<file path="src/rtl/tsv_link_pkg.sv">
// rtl/tsv_link_pkg.sv - shared definitions for the inter-layer TSV serial link
// Purpose: state encoding, frame defaults, line levels and the parity helper
//   shared by the TSV transmitter and receiver.
// Ports: none (package).
package tsv_link_pkg;

  localparam int          FRAME_W_DEF   = 32;
  localparam logic [15:0] SYNC_WORD_DEF = 16'hBEEF;

  localparam logic START_BIT = 1'b0;
  localparam logic STOP_BIT  = 1'b1;
  localparam logic IDLE_LVL  = 1'b1;

  typedef enum logic [2:0] {
    ST_IDLE   = 3'd0,
    ST_START  = 3'd1,
    ST_DATA   = 3'd2,
    ST_PARITY = 3'd3,
    ST_STOP   = 3'd4,
    ST_GAP    = 3'd5
  } link_state_t;

  // Even parity over a zero-extended frame; the zero fill does not change the XOR.
  function automatic logic even_parity(input logic [63:0] d);
    return ^d;
  endfunction

endpackage

</file>
<file path="src/rtl/tsv_frame_tx.sv">
// rtl/tsv_frame_tx.sv - framed serial transmitter for the inter-layer TSV link
// Purpose: latch a frame on a one-cycle request and shift it out as
//   start bit, FRAME_W data bits MSB first, even parity, stop bit, idle gap.
// Ports:
//   div_8_clk  in   clock
//   rst_n      in   synchronous active-low reset
//   tx_req     in   one-cycle send request, data_in valid alongside
//   data_in    in   frame to send
//   ser_out    out  serial line, idle high
//   busy       out  high while a frame occupies the transmitter
//   frame_sent out  one-cycle pulse after the stop bit
//   bad_req    out  one-cycle pulse for a request failing the sync check
//   drop_cnt   out  saturating count of requests ignored while busy
module tsv_frame_tx
  import tsv_link_pkg::*;
#(
  parameter int          FRAME_W    = FRAME_W_DEF,
  parameter int          GAP_CYC    = 2,
  parameter bit          CHECK_SYNC = 1'b1,
  parameter logic [15:0] SYNC_WORD  = SYNC_WORD_DEF
) (
  input  logic               div_8_clk,
  input  logic               rst_n,
  input  logic               tx_req,
  input  logic [FRAME_W-1:0] data_in,
  output logic               ser_out,
  output logic               busy,
  output logic               frame_sent,
  output logic               bad_req,
  output logic [3:0]         drop_cnt
);

  localparam int BIT_W = (FRAME_W > 1) ? $clog2(FRAME_W) : 1;
  // A zero-cycle gap still needs a legal 1-bit counter; it is simply never loaded usefully.
  localparam int GAP_W = (GAP_CYC > 0) ? $clog2(GAP_CYC + 1) : 1;

  link_state_t        state, next_state;
  logic [FRAME_W-1:0] shift_q;
  logic [BIT_W-1:0]   bit_cnt;
  logic [GAP_W-1:0]   gap_cnt;
  logic               parity_q;

  logic               sync_ok;
  logic               accept;

  logic               ser_out_d;
  logic               busy_d;
  logic               frame_sent_d;
  logic               bad_req_d;
  logic [3:0]         drop_cnt_d;

  assign sync_ok = !CHECK_SYNC || (data_in[15:0] == SYNC_WORD);
  assign accept  = (state == ST_IDLE) && tx_req && sync_ok;

  // State register plus every registered output and datapath element.
  always_ff @(posedge div_8_clk) begin
    if (!rst_n) begin
      state      <= ST_IDLE;
      ser_out    <= IDLE_LVL;
      busy       <= 1'b0;
      frame_sent <= 1'b0;
      bad_req    <= 1'b0;
      drop_cnt   <= 4'd0;
      shift_q    <= '0;
      bit_cnt    <= '0;
      gap_cnt    <= '0;
      parity_q   <= 1'b0;
    end else begin
      state      <= next_state;
      ser_out    <= ser_out_d;
      busy       <= busy_d;
      frame_sent <= frame_sent_d;
      bad_req    <= bad_req_d;
      drop_cnt   <= drop_cnt_d;

      if (accept) begin
        shift_q  <= data_in;
        parity_q <= even_parity(64'(data_in));
        bit_cnt  <= BIT_W'(FRAME_W - 1);
      end else if (next_state == ST_DATA) begin
        // The bit driven onto the line this edge is the MSB being shifted out.
        shift_q <= shift_q << 1;
      end

      if (state == ST_DATA && bit_cnt != '0)
        bit_cnt <= bit_cnt - BIT_W'(1);

      if (state == ST_STOP)
        gap_cnt <= GAP_W'(GAP_CYC - 1);
      else if (state == ST_GAP && gap_cnt != '0)
        gap_cnt <= gap_cnt - GAP_W'(1);
    end
  end

  // Next-state logic.
  always_comb begin
    next_state = state;
    case (state)
      ST_IDLE:   if (accept) next_state = ST_START;
      ST_START:  next_state = ST_DATA;
      ST_DATA:   if (bit_cnt == '0) next_state = ST_PARITY;
      ST_PARITY: next_state = ST_STOP;
      ST_STOP:   next_state = (GAP_CYC > 0) ? ST_GAP : ST_IDLE;
      ST_GAP:    if (gap_cnt == '0) next_state = ST_IDLE;
      default:   next_state = ST_IDLE;
    endcase
  end

  // Output logic: values computed for the upcoming state so the registered
  // outputs line up with the state they describe.
  always_comb begin
    ser_out_d    = IDLE_LVL;
    busy_d       = (next_state != ST_IDLE);
    frame_sent_d = (state == ST_STOP);
    bad_req_d    = (state == ST_IDLE) && tx_req && !sync_ok;
    drop_cnt_d   = drop_cnt;

    case (next_state)
      ST_START:  ser_out_d = START_BIT;
      ST_DATA:   ser_out_d = shift_q[FRAME_W-1];
      ST_PARITY: ser_out_d = parity_q;
      ST_STOP:   ser_out_d = STOP_BIT;
      default:   ser_out_d = IDLE_LVL;
    endcase

    // Includes the last busy cycle before IDLE: that request is dropped too.
    if (state != ST_IDLE && tx_req && drop_cnt != 4'hF)
      drop_cnt_d = drop_cnt + 4'd1;
  end

endmodule

</file>
<file path="config.mk">
export PLATFORM = sky130hd
export DESIGN_NAME = tsv_frame_tx
export DESIGN_NICKNAME = d
export VERILOG_FILES = /design/src/rtl/tsv_link_pkg.sv /design/src/rtl/tsv_frame_tx.sv
export SDC_FILE = /design/constraint.sdc
export NUM_CORES = 1
export LEC_CHECK = 0
export CAP_MARGIN = 20
export CORE_AREA = 2 2 83 117
export CTS_BUF_LIST = sky130_fd_sc_hd__clkbuf_16
export CTS_CLUSTER_DIAMETER = 80
export DETAILED_ROUTE_END_ITERATION = 10
export DIE_AREA = 0 0 85 119
export PLACE_DENSITY = 0.53
export RECOVER_POWER = 50
export SETUP_SLACK_MARGIN = 0.05
export SLEW_MARGIN = 10
export SYNTH_ARGS = -nofsm -noshare
export SYNTH_HDL_FRONTEND = slang
export SYNTH_SLANG_ARGS = --single-unit
</file>
<file path="constraint.sdc">
create_clock -name div_8_clk -period 2.2 [get_ports div_8_clk]
set_input_delay 0.22 -clock div_8_clk [delete_from_list [all_inputs] [get_ports div_8_clk]]
set_output_delay 0.22 -clock div_8_clk [all_outputs]
set_load 0.005 [all_outputs]
</file>
## After elaboration in Yosys (flattened, before gate mapping)

Cells that the tools add are included.

- Register bits: 51
- Output and inout bits: 8
- Input bits: 35

- Muxes and demuxes: 11
- Reduce and logical (&&, ||, !) cells: 20
- Add/subtract/negate cells: 3
- Eq/ne operators: 10
- Bitwise operators: 1

Operators by type and width:

| cell | count |
|---|---|
| $mux 32 | 2 |
| $reduce_xor 64->1 | 1 |
| $pmux 3 s6 | 1 |
| $eq 16x16->1 const B | 1 |
| $eq 3x2->1 const B | 4 |
| $mux 5 | 2 |
| $mux 3 | 3 |
| $reduce_bool 2->1 | 4 |
| $logic_and 1x1->1 | 7 |
| $eq 3x1->1 const B | 2 |
| $eq 3x3->1 const B | 2 |
| $reduce_bool 3->1 | 2 |
| $logic_not 5->1 | 1 |
| $reduce_bool 5->1 | 1 |
| $sub 5x1->5 const B | 1 |
| $add 4x1->4 const B | 1 |
| $ne 4x4->1 const B | 1 |
| $logic_not 3->1 | 1 |
| $pmux 1 s3 | 1 |
| $logic_not 2->1 | 1 |
| $mux 1 | 2 |
| $reduce_or 2->1 | 1 |
| $sub 2x1->2 const B | 1 |
| $logic_not 1->1 | 1 |
| $not 1->1 | 1 |

## Longest topological paths before layout

Gate-level depths: netlist of the first run.

- Depth after elaboration: 8
- Gate-level depth with buffers: 9
- Mapped depth without buffers: 8

## Worst setup path after synthesis of the first run

OpenSTA, ideal clock, no wires.

- Path type: flip-flop to flip-flop
- Start: register state[0]
- End: register shift_q[1]
- Setup slack: 0.279 ns
- Buffers on the path: 3
- Arrival: 1.803 ns
- Required time: 2.082 ns
- Library setup time: 0.118 ns
- Stages on the path, launching flop included: 8
- Cells stage by stage: dfxtp_1 buf_6 or3_4 or4_4 buf_6 buf_6 o221ai_2 nor2_1

- Cells in the longest elaborated chain, start to end: 7
- Elaborated cells between the ends (all ways): 15

RTL lines:

| element | RTL line | source |
|---|---|---|
| from (decl) | tsv_frame_tx.sv:37 | `link_state_t state, next_state;` |
| from (signal assigned) | tsv_frame_tx.sv:69 | `state <= next_state;` |
| $logic_not 3->1 | tsv_frame_tx.sv:53, tsv_frame_tx.sv:98 |  |
| $logic_and 1x1->1 (2 in a row) | tsv_frame_tx.sv:53 | `assign accept = (state == ST_IDLE) && tx_req && sync_ok;` |
| $mux 3 | tsv_frame_tx.sv:99 | `ST_IDLE: if (accept) next_state = ST_START;` |
| $pmux 3 s6 | tsv_frame_tx.sv:98 | `case (state)` |
| $eq 3x2->1 | tsv_frame_tx.sv:80 | `end else if (next_state == ST_DATA) begin` |
| $reduce_bool 2->1 (no source line) | - |  |
| to (signal assigned) | tsv_frame_tx.sv:77 | `shift_q <= data_in;` |
| to (signal assigned) | tsv_frame_tx.sv:82 | `shift_q <= shift_q << 1;` |
| to (decl) | tsv_frame_tx.sv:38 | `logic [FRAME_W-1:0] shift_q;` |

Parallel ways exist; a longest one is shown, timed or not.
A chain may end at the register's enable or synchronous reset.

## Final worst setup path of the first run

- Start: register state[1]
- End: register parity_q

- Cells in the longest elaborated chain, start to end: 3

RTL lines:

| element | RTL line | source |
|---|---|---|
| $logic_not 3->1 | tsv_frame_tx.sv:53 |  |
| $logic_and 1x1->1 (2 in a row) | tsv_frame_tx.sv:53 |  |
| to (signal assigned) | tsv_frame_tx.sv:78 | `parity_q <= even_parity(64'(data_in));` |
| to (decl) | tsv_frame_tx.sv:41 | `logic parity_q;` |

Every way passes these cells.

==> results.md, run 1 <==
- The share of the core filled with cells in the final layout is around 37%.
- For the pin with the worst max-slew slack, the measured transition is about 430 ps.
- The critical path crosses 6 cells after its start point.
- The library cell used as clock root buffer is clkbuf_16.
- The endpoint type of the worst setup path is a flip-flop.
- The number of clock buffers added by TritonCTS is 5.
- After detailed routing, the number of vias per cell comes to 4.83.
- The startpoint identified for the worst register-to-register timing path is state[1].
- The detailed-placement wirelength estimate is 4690 um.
- In this run the core area contains 42 standard-cell rows.
- The number of iterations in the first detailed-routing pass is 6.
- The synthesized netlist contains 33 unique library cells.
- The netlist area before placement is around 2700 um^2.
- The number of filler instances in the final layout is 925.
- The layout overhead on the synthesized area is 28.6%.
- The total die area is 10100 um^2.
- The detailed router finished its first iteration with 70 violations.
- Setup repair after global routing left no endpoint under its margin.
- Measured along the x axis, the die boundary spans 85 um.
- Detailed routing inserted a total of 2206 vias.
- The number of setup violations in the final report is 0.
- The number of port buffers is 42.
- The buffers plus inverters on the worst setup path is 1.
- Counting flops and latches in the post-synthesis netlist gives 51.
- The path type of the worst setup path is reg2reg.
- Along the worst path, the maximum fanout reaches 24.
- The reported max-cap violation count is 0.
- Ranked by total cell area, the synthesized netlist is headed by dfxtp_1 38%, o221ai_2 15%, nor2_1 9.8%, xnor2_1 7.2%, ha_1 5.6%.
- The mean instance size in the synthesized netlist is 9.35 um^2.
- The count of final max-slew check failures was 0.
- The post-CTS clock slew at the launch and capture registers of the worst setup and hold paths is 70 ps.
- The share of synthesized area in the top cell type comes to 38.2%.
- The residual DRC count is 0.
- The biggest area contributor in the post-synthesis netlist is dfxtp_1.
- The clock period could shrink to 2040 ps.
- The hold violation count in the final report is 0.
- VDD sags by at most 0.268 mV.
- Summing all placed instances gives a cell area of 3350 um^2.
- The routed wirelength normalized by instance count is between 10 and 15 um.
- After routing the design area is roughly 3400 um^2.
- The sequential-to-total area share from yosys stat is 38.2%.
- In this run, post-CTS repair resized a total of 0 instances.
- Post-CTS timing repair inserted 0 buffers for setup.
- The largest net degree at the start of global routing is 29.
- The top-level I/O count is 43.
- For the worst flop-to-flop path, the logic depth is 6.
- The setup skew after layout is 4.17 ps.
- The final layout net count is 393.
- Traced cell by cell, the critical path runs through or3_1 > or4_4 > buf_6 > nand2_1 > o21ai_0 > and2_1.
- The initial antenna violation count is 0.
- The H-tree depth is 2.
- In this design, the stage delay of the slowest critical-path cell is slightly above 600 ps.
- The synthesis warning total is 0.
- The endpoint required time on the critical path is 2380 ps.
- OpenSTA, run right after detailed placement, puts the worst setup slack at -70.4 ps.
- Tracing the worst setup path back leads to its startpoint at state[1].
- The number of antenna diodes in the final layout is 0.
- The CTS tree is done.
- In this run the critical register-to-register path is captured at parity_q.
- The capture point of the critical path is parity_q.
- Summing all flip-flop and latch instances after layout gives 1020 um^2.
- The tightest min-delay check is of the in2reg type.
- The global-route wire length before repair is 10400 um.
- Summed over all failing endpoints, the final setup total negative slack is 0 ps.
- At the worst endpoint, the arrival time is 2220 ps.
- The launching element type of the critical path is a flip-flop.
- The power density normalized to cell area is 581 nW/um^2.
- The analysis attributes to cell leakage a power of 1.32 nW.
- The routed design has ~6300 um of wire.
- The critical path's top delay family is simple AND/OR/NAND/NOR gates.
- The total global-route track usage is 13.0%.
- The deepest clock path buffer count is 2.
- For the worst-skew pair, the clock arrives at the later sink with an insertion delay of 290 ps.
- The die outline height is 119 um.
- Among all stages on the critical path, the largest delay is contributed by or4_4.
- Headroom to the max-slew limit came out at 70.8%.
- The achievable frequency is approximately 490 MHz.
- The post-route worst setup slack is around 160 ps.
- The TritonCTS sink count is 51.
- Counting every instance in the synthesized netlist gives 286.
- The slack of the worst reg-to-reg path is 160 ps.
- The floorplan step defined a core boundary enclosing 9200 um^2.
- The congestion estimate from routability-driven global placement came to 0.732.
- The period utilization is 92.6%.
- The initial core utilization is 29.1%.
- The number of nets with antenna violations after routing is 0.
- The area occupied by multi-input gates is 1470 um^2.
- The fraction of final layout cells sized beyond drive strength 1 is 16.7%.
- Summed over all layers, the global routing overflow is 0.
- Hold repair after CTS inserted 0 buffers.
- The post-synthesis net count is 333.
- The number of global-route vias before repair is 2138.
- The flow ran to the end, and the final reports show no timing, DRC or antenna violations.
==> flip-flops by register name, indices dropped and copies added (netlist names) <==
name,flops
bad_req,1
gap_cnt,2
state,3
shift_q,32
ser_out,1
bit_cnt,5
parity_q,1
frame_sent,1
busy,1
drop_cnt,4
==> logic make-up after synthesis <==
family,share of synthesized area [%]
simple gates,19.7
compound gates,22.2
flops,38.2
buf+inv,5.66
xor+xnor,8.70
fa+ha+maj,5.61
==> tightest hold or removal path: cells and delay by family <==
family	cells	cell delay, ps
buf+inv	2	330
simple gates	2	130
==> layout make-up <==
type	instances	area share [%]
timing repair buffer	70	18.4
clock inverter	3	0.327
clock buffer	5	3.64
tap	110	4.00
multi-input combinational	208	42.8
inverter	10	1.09
sequential	51	29.7
==> Yosys cell counts <==
cell type / count
nor2_1: 70
dfxtp_1: 51
o221ai_2: 27
xnor2_1: 22
nand2_1: 15
ha_1: 12
inv_1: 10
clkbuf_1: 8
nand3_1: 7
o21ai_0: 7
and2_1: 6
a21oi_1: 5
buf_6: 5
a21boi_0: 4
o221ai_1: 4
a31oi_1: 3
buf_4: 3
nand2b_1: 3
nand4_1: 3
and3_1: 2
nor2b_1: 2
nor4b_1: 2
o211a_1: 2
o21a_1: 2
or4b_2: 2
xor2_1: 2
buf_2: 1
nor3_1: 1
nor3b_1: 1
o2111ai_1: 1
or3_4: 1
or4_4: 1
xnor3_1: 1
==> power breakdown <==
group / switching, mW / internal, mW
registers: 0.000457 / 0.924
logic: 0.123 / 0.207
clock network: 0.335 / 0.411
==> per-stage QoR <==
step | hold WS (ps) | total power [mW] | cells
CTS | 446 | 2.03 | 457
floorplan | 379 | 1.14 | 286
global placement | 454 | 1.28 | 449
detailed placement | 462 | 1.28 | 449
global route | 454 | 2.10 | 457
finish | 444 | 2.00 | 457
==> worst min path at each step <==
stage                           start     endpoint  slack (ps)  depth (start not counted)
after floorplan            data_in[0]   shift_q[0]         380                          2
after global placement    shift_q[18]  shift_q[18]         450                          2
after detailed placement  shift_q[31]  shift_q[31]         460                          2
after CTS                       rst_n      bad_req         450                          4
after global routing            rst_n      bad_req         450                          4
final                           rst_n      bad_req         440                          4
==> cells in the final DEF (no fill, tap or decap), types with 2 or more instances in the layout <==
| master | instances |
|---|---|
| nand4_1 | 3 |
| buf_4 | 24 |
| ha_1 | 12 |
| and2_0 | 3 |
| o221ai_2 | 23 |
| nand2_1 | 15 |
| o221ai_1 | 8 |
| clkbuf_1 | 2 |
| a21boi_0 | 4 |
| xnor2_1 | 22 |
| nor2b_1 | 2 |
| nor4b_1 | 2 |
| dfxtp_1 | 51 |
| nand2b_1 | 3 |
| nor2_1 | 70 |
| or4b_2 | 2 |
| clkdlybuf4s50_1 | 33 |
| a31oi_1 | 3 |
| o211a_1 | 2 |
| clkinv_1 | 2 |
| nand3_1 | 7 |
| clkbuf_16 | 5 |
| and2_1 | 3 |
| o21ai_0 | 7 |
| and3_1 | 2 |
| o21a_1 | 2 |
| xor2_1 | 2 |
| dlygate4sd3_1 | 8 |
| inv_1 | 11 |
| a21oi_1 | 5 |
==> routing by layer <==
metal	vias up	wire (um)	track usage [%]
li1	1124	-	-
met1	1034	2710	15.9
met2	42	3270	22.4
met3	6	180	2.43
met4	0	109	4.76
met5	-	0	0
No activity file was read; power rests on OpenSTA's default activity.
==> run 2: changes to the inputs <==
--- a/config.mk
+++ b/config.mk
@@ -13,7 +13,7 @@
 export DIE_AREA = 0 0 85 119
 export PLACE_DENSITY = 0.53
 export RECOVER_POWER = 50
-export SETUP_SLACK_MARGIN = 0.05
+export SETUP_SLACK_MARGIN = 0.02
 export SLEW_MARGIN = 10
 export SYNTH_ARGS = -nofsm -noshare
 export SYNTH_HDL_FRONTEND = slang
==> constraint.sdc (replaced) <==
create_clock -name div_8_clk -period 2.38 [get_ports div_8_clk]
set_input_delay 0.238 -clock div_8_clk [delete_from_list [all_inputs] [get_ports div_8_clk]]
set_output_delay 0.238 -clock div_8_clk [all_outputs]
set_load 0.005 [all_outputs]
==> results.md, run 2 (synthesis gave the netlist of run 1 again) <==
- The run finished with clean final reports.
- The period utilization is 88.2% (-4.5 points).
- The achievable frequency was 477 MHz (-2.9%).
- The CTS tree is done.
- The via total after detailed routing came to 2134 (-3.3%).
- The final total power came to 1.93 mW (-3.3%).
- The non-filler instance count after layout is 437 (-4.4%).
- The post-CTS clock slew at the launch and capture registers of the worst setup and hold paths is 70 ps (about the same).
- The arrival time at the worst endpoint is 2290 ps (+70 ps).
- The number of port buffers was 42 (unchanged).
- The reported max-cap violation count is 0 (unchanged).
- The overall die width is 85 um (unchanged).
- The detailed-placement wirelength estimate was 4590 um (-2.0%).
- The final design area excluding fillers is 3360 um^2 (-2.4%).
- The final critical-path required period is 2100 ps (+60.3 ps).
- The total die area is 10100 um^2 (unchanged).
- The buffers plus inverters on the worst setup path was 1 (unchanged).
- The count of final max-slew check failures is 0 (unchanged).
- The clock insertion delay at the later pin of the skew report came to 290 ps (about the same).
- The worst setup slack before clock tree synthesis came to 60.7 ps (+131 ps).
- The hold violation count in the final report came to 0 (unchanged).
- The number of vias per cell after detailed routing is 4.88 (+1.2%).
- The fraction of final layout cells sized beyond drive strength 1 is 13.8% (-3.0 points).
- The largest stage delay on the critical path is 610 ps (about the same).
- The post-route worst setup slack is 282 ps (+120 ps).
- The total global-route track usage is 12.5% (-0.54 points).
- The total CTS buffers was 5 (unchanged).
- The transition time at the pin with the least slew margin came to 589 ps (+156 ps).
- The endpoint required time on the critical path came to 2570 ps (+190 ps).
- The deepest clock path buffer count is 2 (unchanged).
- The DRC marker count from the first detailed-route iteration was 92 (+31%).
- The instance count after placement with tap cells included is 430 (-4.2%).
- The residual DRC count came to 0 (unchanged).
- The sum of negative setup slack was 0 ps (unchanged).
- The path type of the worst setup path is reg2reg.
- The number of gates resized after CTS is 0 (unchanged).
- The buffer count from post-CTS setup fixing is 0 (unchanged).
- The launching element type of the critical path is a flip-flop.
- The top-level I/O count is 43 (unchanged).
- The tightest min-delay check is of the in2reg type.
- The endpoint type of the worst setup path is a flip-flop.
- Setup repair after global routing left no endpoint under its margin.
- The post-place instance area is 3210 um^2 (-4.3%).
- The number of iterations in the first detailed-routing pass is 4 (-2).
- Compared with the post-synthesis result, the final layout area differs by 25.5%.
- The TritonCTS sink count is 51 (unchanged).
- The routed wirelength normalized by instance count is 14.0 um (+1.7%).
- The power density normalized to cell area came to 576 nW/um^2 (-0.94%).
- The global-route wire length before repair is 10100 um (-3.4%).
- The number of setup violations in the final report was 0 (unchanged).
- The number of nets with antenna violations after routing was 0 (unchanged).
- The library cell used most frequently in the layout, excluding fill and tap cells, is nor2_1.
- In the layout the commonest cells are 70 x nor2_1, 51 x dfxtp_1, 33 x clkdlybuf4s50_1.
- The total number of placement rows is 42 (unchanged).
- The weighted congestion at the end of routability-driven global placement is 0.741 (+1.4%).
- The initial core utilization is 29.1% (unchanged).
- The total wirelength of the detailed-routed design is 6100 um (-2.7%).
- The number of global-route vias before repair came to 2092 (-2.2%).
- The maximum VDD drop is 0.236 mV (-12%).
- The library cell used as clock root buffer is clkbuf_16.
- The initial antenna violation count is 0 (unchanged).
- The relative slew slack is 60.8% (-10 points).
- The die outline height is 119 um (unchanged).
- The core box area is 9200 um^2 (unchanged).
- Grouping stages by cell kind, the critical path spends the most delay in simple AND/OR/NAND/NOR gates.
- The final layout net count is 374 (-4.8%).
- The signal on the critical path passes through or3_1 > or4_4 > buf_4 > nand2_1 > o21ai_0 > and2_1.
- The largest registers in the layout are shift_q: 32 flops, bit_cnt: 5 flops, drop_cnt: 4 flops.
- The number of flip-flops in the largest register came to 32 (unchanged).
- The setup skew after layout was 8.37 ps (+4.20 ps).
- The slowest stage cell on the critical path is or4_4.
- The count of hold-fix buffers inserted at cts is 0 (unchanged).
- The H-tree depth is 2 (unchanged).
- The largest net degree at the start of global routing is 27 (-6.9%).
- The static leakage power came to 1.24 nW (-5.4%).
- The register containing the most flip-flops in the final layout is shift_q.
- The number of diodes is 0 (unchanged).
- The overall overflow remaining after global route is 0 (unchanged).
- The peak fanout along the critical path is 13 (-46%).
==> run 2: per-stage QoR <==
step                hold slack [ps]  util [%]
floorplan                       397         -
detailed placement              466      34.9
global placement                455      34.9
CTS                             447      36.6
finish                          454      36.5
global route                    466      36.5
==> run 2: path summary, 6_finish.rpt <==
kind                                  start          end  slack, ps  cells past startpoint
worst max-delay path               state[1]     parity_q        280                      6
worst min-delay path                  rst_n   bit_cnt[1]        450                      3
worst max register to register     state[1]     parity_q        280                      6
worst min register to register  shift_q[31]  shift_q[31]        470                      2
==> run 2: per-layer routing <==
metal / wire length [um] / global-route usage [%] / vias to the layer above
li1: - / - / 1089
met1: 2670 / 15.1 / 995
met2: 3040 / 20.6 / 37
met3: 191 / 2.63 / 13
met4: 192 / 6.15 / 0
met5: 0 / 0 / -
==> run 2: worst reg2reg max path: cells and delay by family, from the launching register on <==
| kind | cells | cell delay, ps |
|---|---|---|
| AOI/OAI and AO/OA | 1 | 60 |
| DFF | 1 | 370 |
| and+or+nand+nor | 4 | 1330 |
| buffers and inverters | 1 | 240 |
==> run 2: final cells by class <==
class / instances / area, um^2
sequential: 51 / 1020
inverter: 10 / 37.5
timing repair buffer: 51 / 504
fill: 926 / 5840
tap: 110 / 138
clock buffer: 5 / 125
clock inverter: 2 / 33.8
multi-input combinational: 208 / 1500
==> run 2: power breakdown <==
group,internal (mW),total [mW],switching (mW)
sequential,0.854,0.854,0.000307
combinational,0.175,0.284,0.109
clock,0.487,0.795,0.308
==> run 3: changes to the inputs <==
--- a/config.mk
+++ b/config.mk
@@ -6,12 +6,12 @@
 export NUM_CORES = 1
 export LEC_CHECK = 0
 export CAP_MARGIN = 20
-export CORE_AREA = 2 2 83 117
+export CORE_AREA = 2 2 73 102
 export CTS_BUF_LIST = sky130_fd_sc_hd__clkbuf_16
-export CTS_CLUSTER_DIAMETER = 80
+export CTS_CLUSTER_DIAMETER = 60
 export DETAILED_ROUTE_END_ITERATION = 10
-export DIE_AREA = 0 0 85 119
-export PLACE_DENSITY = 0.53
+export DIE_AREA = 0 0 75 104
+export PLACE_DENSITY = 0.65
 export RECOVER_POWER = 50
 export SETUP_SLACK_MARGIN = 0.02
 export SLEW_MARGIN = 10
==> results.md, run 3 (synthesis gave the netlist of run 1 again) <==
- The largest net degree at the start of global routing was 28 (+3.7%).
- The layout overhead on the synthesized area is 23.5%.
- The flow ran to the end, and the final reports show no timing, DRC or antenna violations.
- Setup repair after global routing left no endpoint under its margin.
- The hold violation count in the final report is 0 (unchanged).
- The via total after detailed routing is 2148 (+0.66%).
- The class of the most critical hold timing path is in2reg.
- The overall die width is 75 um (-12%).
- The H-tree depth came to 2 (unchanged).
- The CTS tree is done.
- The reg-to-reg critical path startpoint is state[1].
- The detailed-placement wirelength estimate was 4300 um (-6.4%).
- The worst setup slack before clock tree synthesis came to -18.6 ps (-79.2 ps).
- The capture point of the critical path is shift_q[14].
- The weighted congestion at the end of routability-driven global placement is 0.812 (+9.6%).
- The number of port buffers came to 42 (unchanged).
- The residual DRC count came to 0 (unchanged).
- The global-route wire length before repair is 10100 um (-0.27%).
- The endpoint type of the worst setup path is a flip-flop.
- The die outline height was 104 um (-13%).
- The transition time at the pin with the least slew margin is 577 ps (-12.1 ps).
- The critical path is of the reg2reg type.
- The post-place instance area came to 3190 um^2 (-0.43%).
- The clock insertion delay at the later pin of the skew report is 290 ps (about the same).
- The number of setup violations in the final report is 0 (unchanged).
- The power density normalized to cell area is 555 nW/um^2 (-3.6%).
- The number of nets with antenna violations after routing was 0 (unchanged).
- The number of vias per cell after detailed routing is 5.09 (+4.2%).
- In this run the worst setup path begins at state[1].
- The DRC marker count from the first detailed-route iteration is 105 (+14%).
- In this run the clock root is driven by a clkbuf_16.
- The TritonCTS sink count is 51 (unchanged).
- The period utilization is 91.8% (+3.6 points).
- The setup skew after layout is 10.2 ps (+1.81 ps).
- The deepest clock path buffer count is 2 (unchanged).
- The initial core utilization is 38.8% (+9.7 points).
- The depth of the worst register-to-register path is 5 (-1).
- The instance count after placement with tap cells included is 414 (-3.7%).
- The static leakage power is 1.23 nW (-1.5%).
- The arrival time at the worst endpoint is 2360 ps (+70 ps).
- The reported max-cap violation count is 0 (unchanged).
- The routed wirelength normalized by instance count came to 13.8 um (-1.2%).
- The startpoint of the most critical hold path is rst_n.
- The count of hold-fix buffers inserted at cts is 0 (unchanged).
- The number of global-route vias before repair came to 2176 (+4.0%).
- The total wirelength of the detailed-routed design is 5820 um (-4.6%).
- The number of iterations in the first detailed-routing pass is 5 (+1).
- Leaving out fill and tap cells, the most frequent cell in the layout is nor2_1.
- In the layout the commonest cells are 70 x nor2_1, 51 x dfxtp_1, 33 x clkdlybuf4s50_1.
- The total global-route track usage is 16.3% (+3.9 points).
- The post-route worst setup slack is 196 ps (-86.2 ps).
- STA classifies the critical path startpoint as a flip-flop.
- The non-filler instance count after layout came to 422 (-3.4%).
- The final critical-path required period is 2180 ps (+86.2 ps).
- More flip-flops sit in one register than any other, and that register is shift_q.
- The total CTS buffers was 5 (unchanged).
- The final design area excluding fillers came to 3300 um^2 (-1.6%).
- The relative slew slack is 61.6% (+0.81 points).
- The number of gates resized after CTS is 0 (unchanged).
- The achievable frequency is 458 MHz (-3.9%).
- The slack of the worst reg-to-reg path is 200 ps (-90 ps).
- The largest registers in the layout are shift_q: 32 flops, bit_cnt: 5 flops, drop_cnt: 4 flops.
- The number of flip-flops in the largest register is 32 (unchanged).
- The post-CTS clock slew at the launch and capture registers of the worst setup and hold paths is 70 ps (about the same).
- The total number of placement rows is 36 (-14%).
- The final total power was 1.83 mW (-5.2%).
- The core box area came to 6890 um^2 (-25%).
- The endpoint required time on the critical path came to 2560 ps (about the same).
- The initial antenna violation count is 0 (unchanged).
- The count of final max-slew check failures was 0 (unchanged).
- The fraction of final layout cells sized beyond drive strength 1 is 12.5% (-1.2 points).
- The final layout net count is 373 (-0.27%).
- The peak fanout along the critical path is 11 (-2).
- The buffer count from post-CTS setup fixing is 0 (unchanged).
- The area occupied by multi-input gates was 1480 um^2 (-1.3%).
- The number of filler instances in the final layout is 644 (-30%).
- The number of diodes came to 0 (unchanged).
- The total die area is 7800 um^2 (-23%).
- The top-level I/O count is 43 (unchanged).
- The maximum VDD drop is 0.252 mV (+6.9%).
- The overall overflow remaining after global route is 0 (unchanged).
- The reg-to-reg endpoint is shift_q[14].
- The area of all sequential standard cells is 1020 um^2 (unchanged).
run 3: worst min path at each step:
stage | slack (ps) | cells past startpoint | endpoint
after floorplan | 400 | 2 | shift_q[0]
final | 450 | 3 | bit_cnt[1]
after global placement | 450 | 2 | shift_q[16]
after CTS | 450 | 3 | bit_cnt[1]
after detailed placement | 460 | 2 | shift_q[16]
after global routing | 500 | 2 | shift_q[4]
run 3: routing by layer:
layer | up-vias | share of wire (%) | track usage [%]
met5 | - | 0 | 0
met4 | 0 | 2.2 | 6.63
met3 | 11 | 2.2 | 2.03
met2 | 42 | 53 | 27.7
met1 | 1007 | 43 | 20.2
li1 | 1088 | - | -
run 3: power breakdown:
part / switching (mW) / leakage (nW) / internal, mW
sequential: 0.000206 / 0.411 / 0.854
combinational: 0.107 / 0.749 / 0.174
clock: 0.315 / 0.0649 / 0.383
run 3: per-stage QoR:
step                hold slack (ps)  util (%)  TNS [ps]
global placement                452      46.3         0
detailed placement              464      46.3     -18.6
floorplan                       397         -         0
CTS                             454      48.4         0
global route                    496      47.9         0
finish                          452      47.9         0
run 3: area by class of cell:
| type | instances | share of cell area (%) |
|---|---|---|
| clock buffer | 5 | 3.79 |
| clock inverter | 3 | 0.455 |
| inverter | 10 | 1.14 |
| multi-input combinational | 208 | 44.8 |
| sequential | 51 | 30.9 |
| tap | 95 | 3.60 |
| timing repair buffer | 50 | 15.3 |
run 3: critical path, cell delays in order (launching register included):
cell and delay, ps:
dfxtp_1 380, or3_1 480, or4_4 630, clkbuf_2 290
o221ai_1 240, nor2_1 70
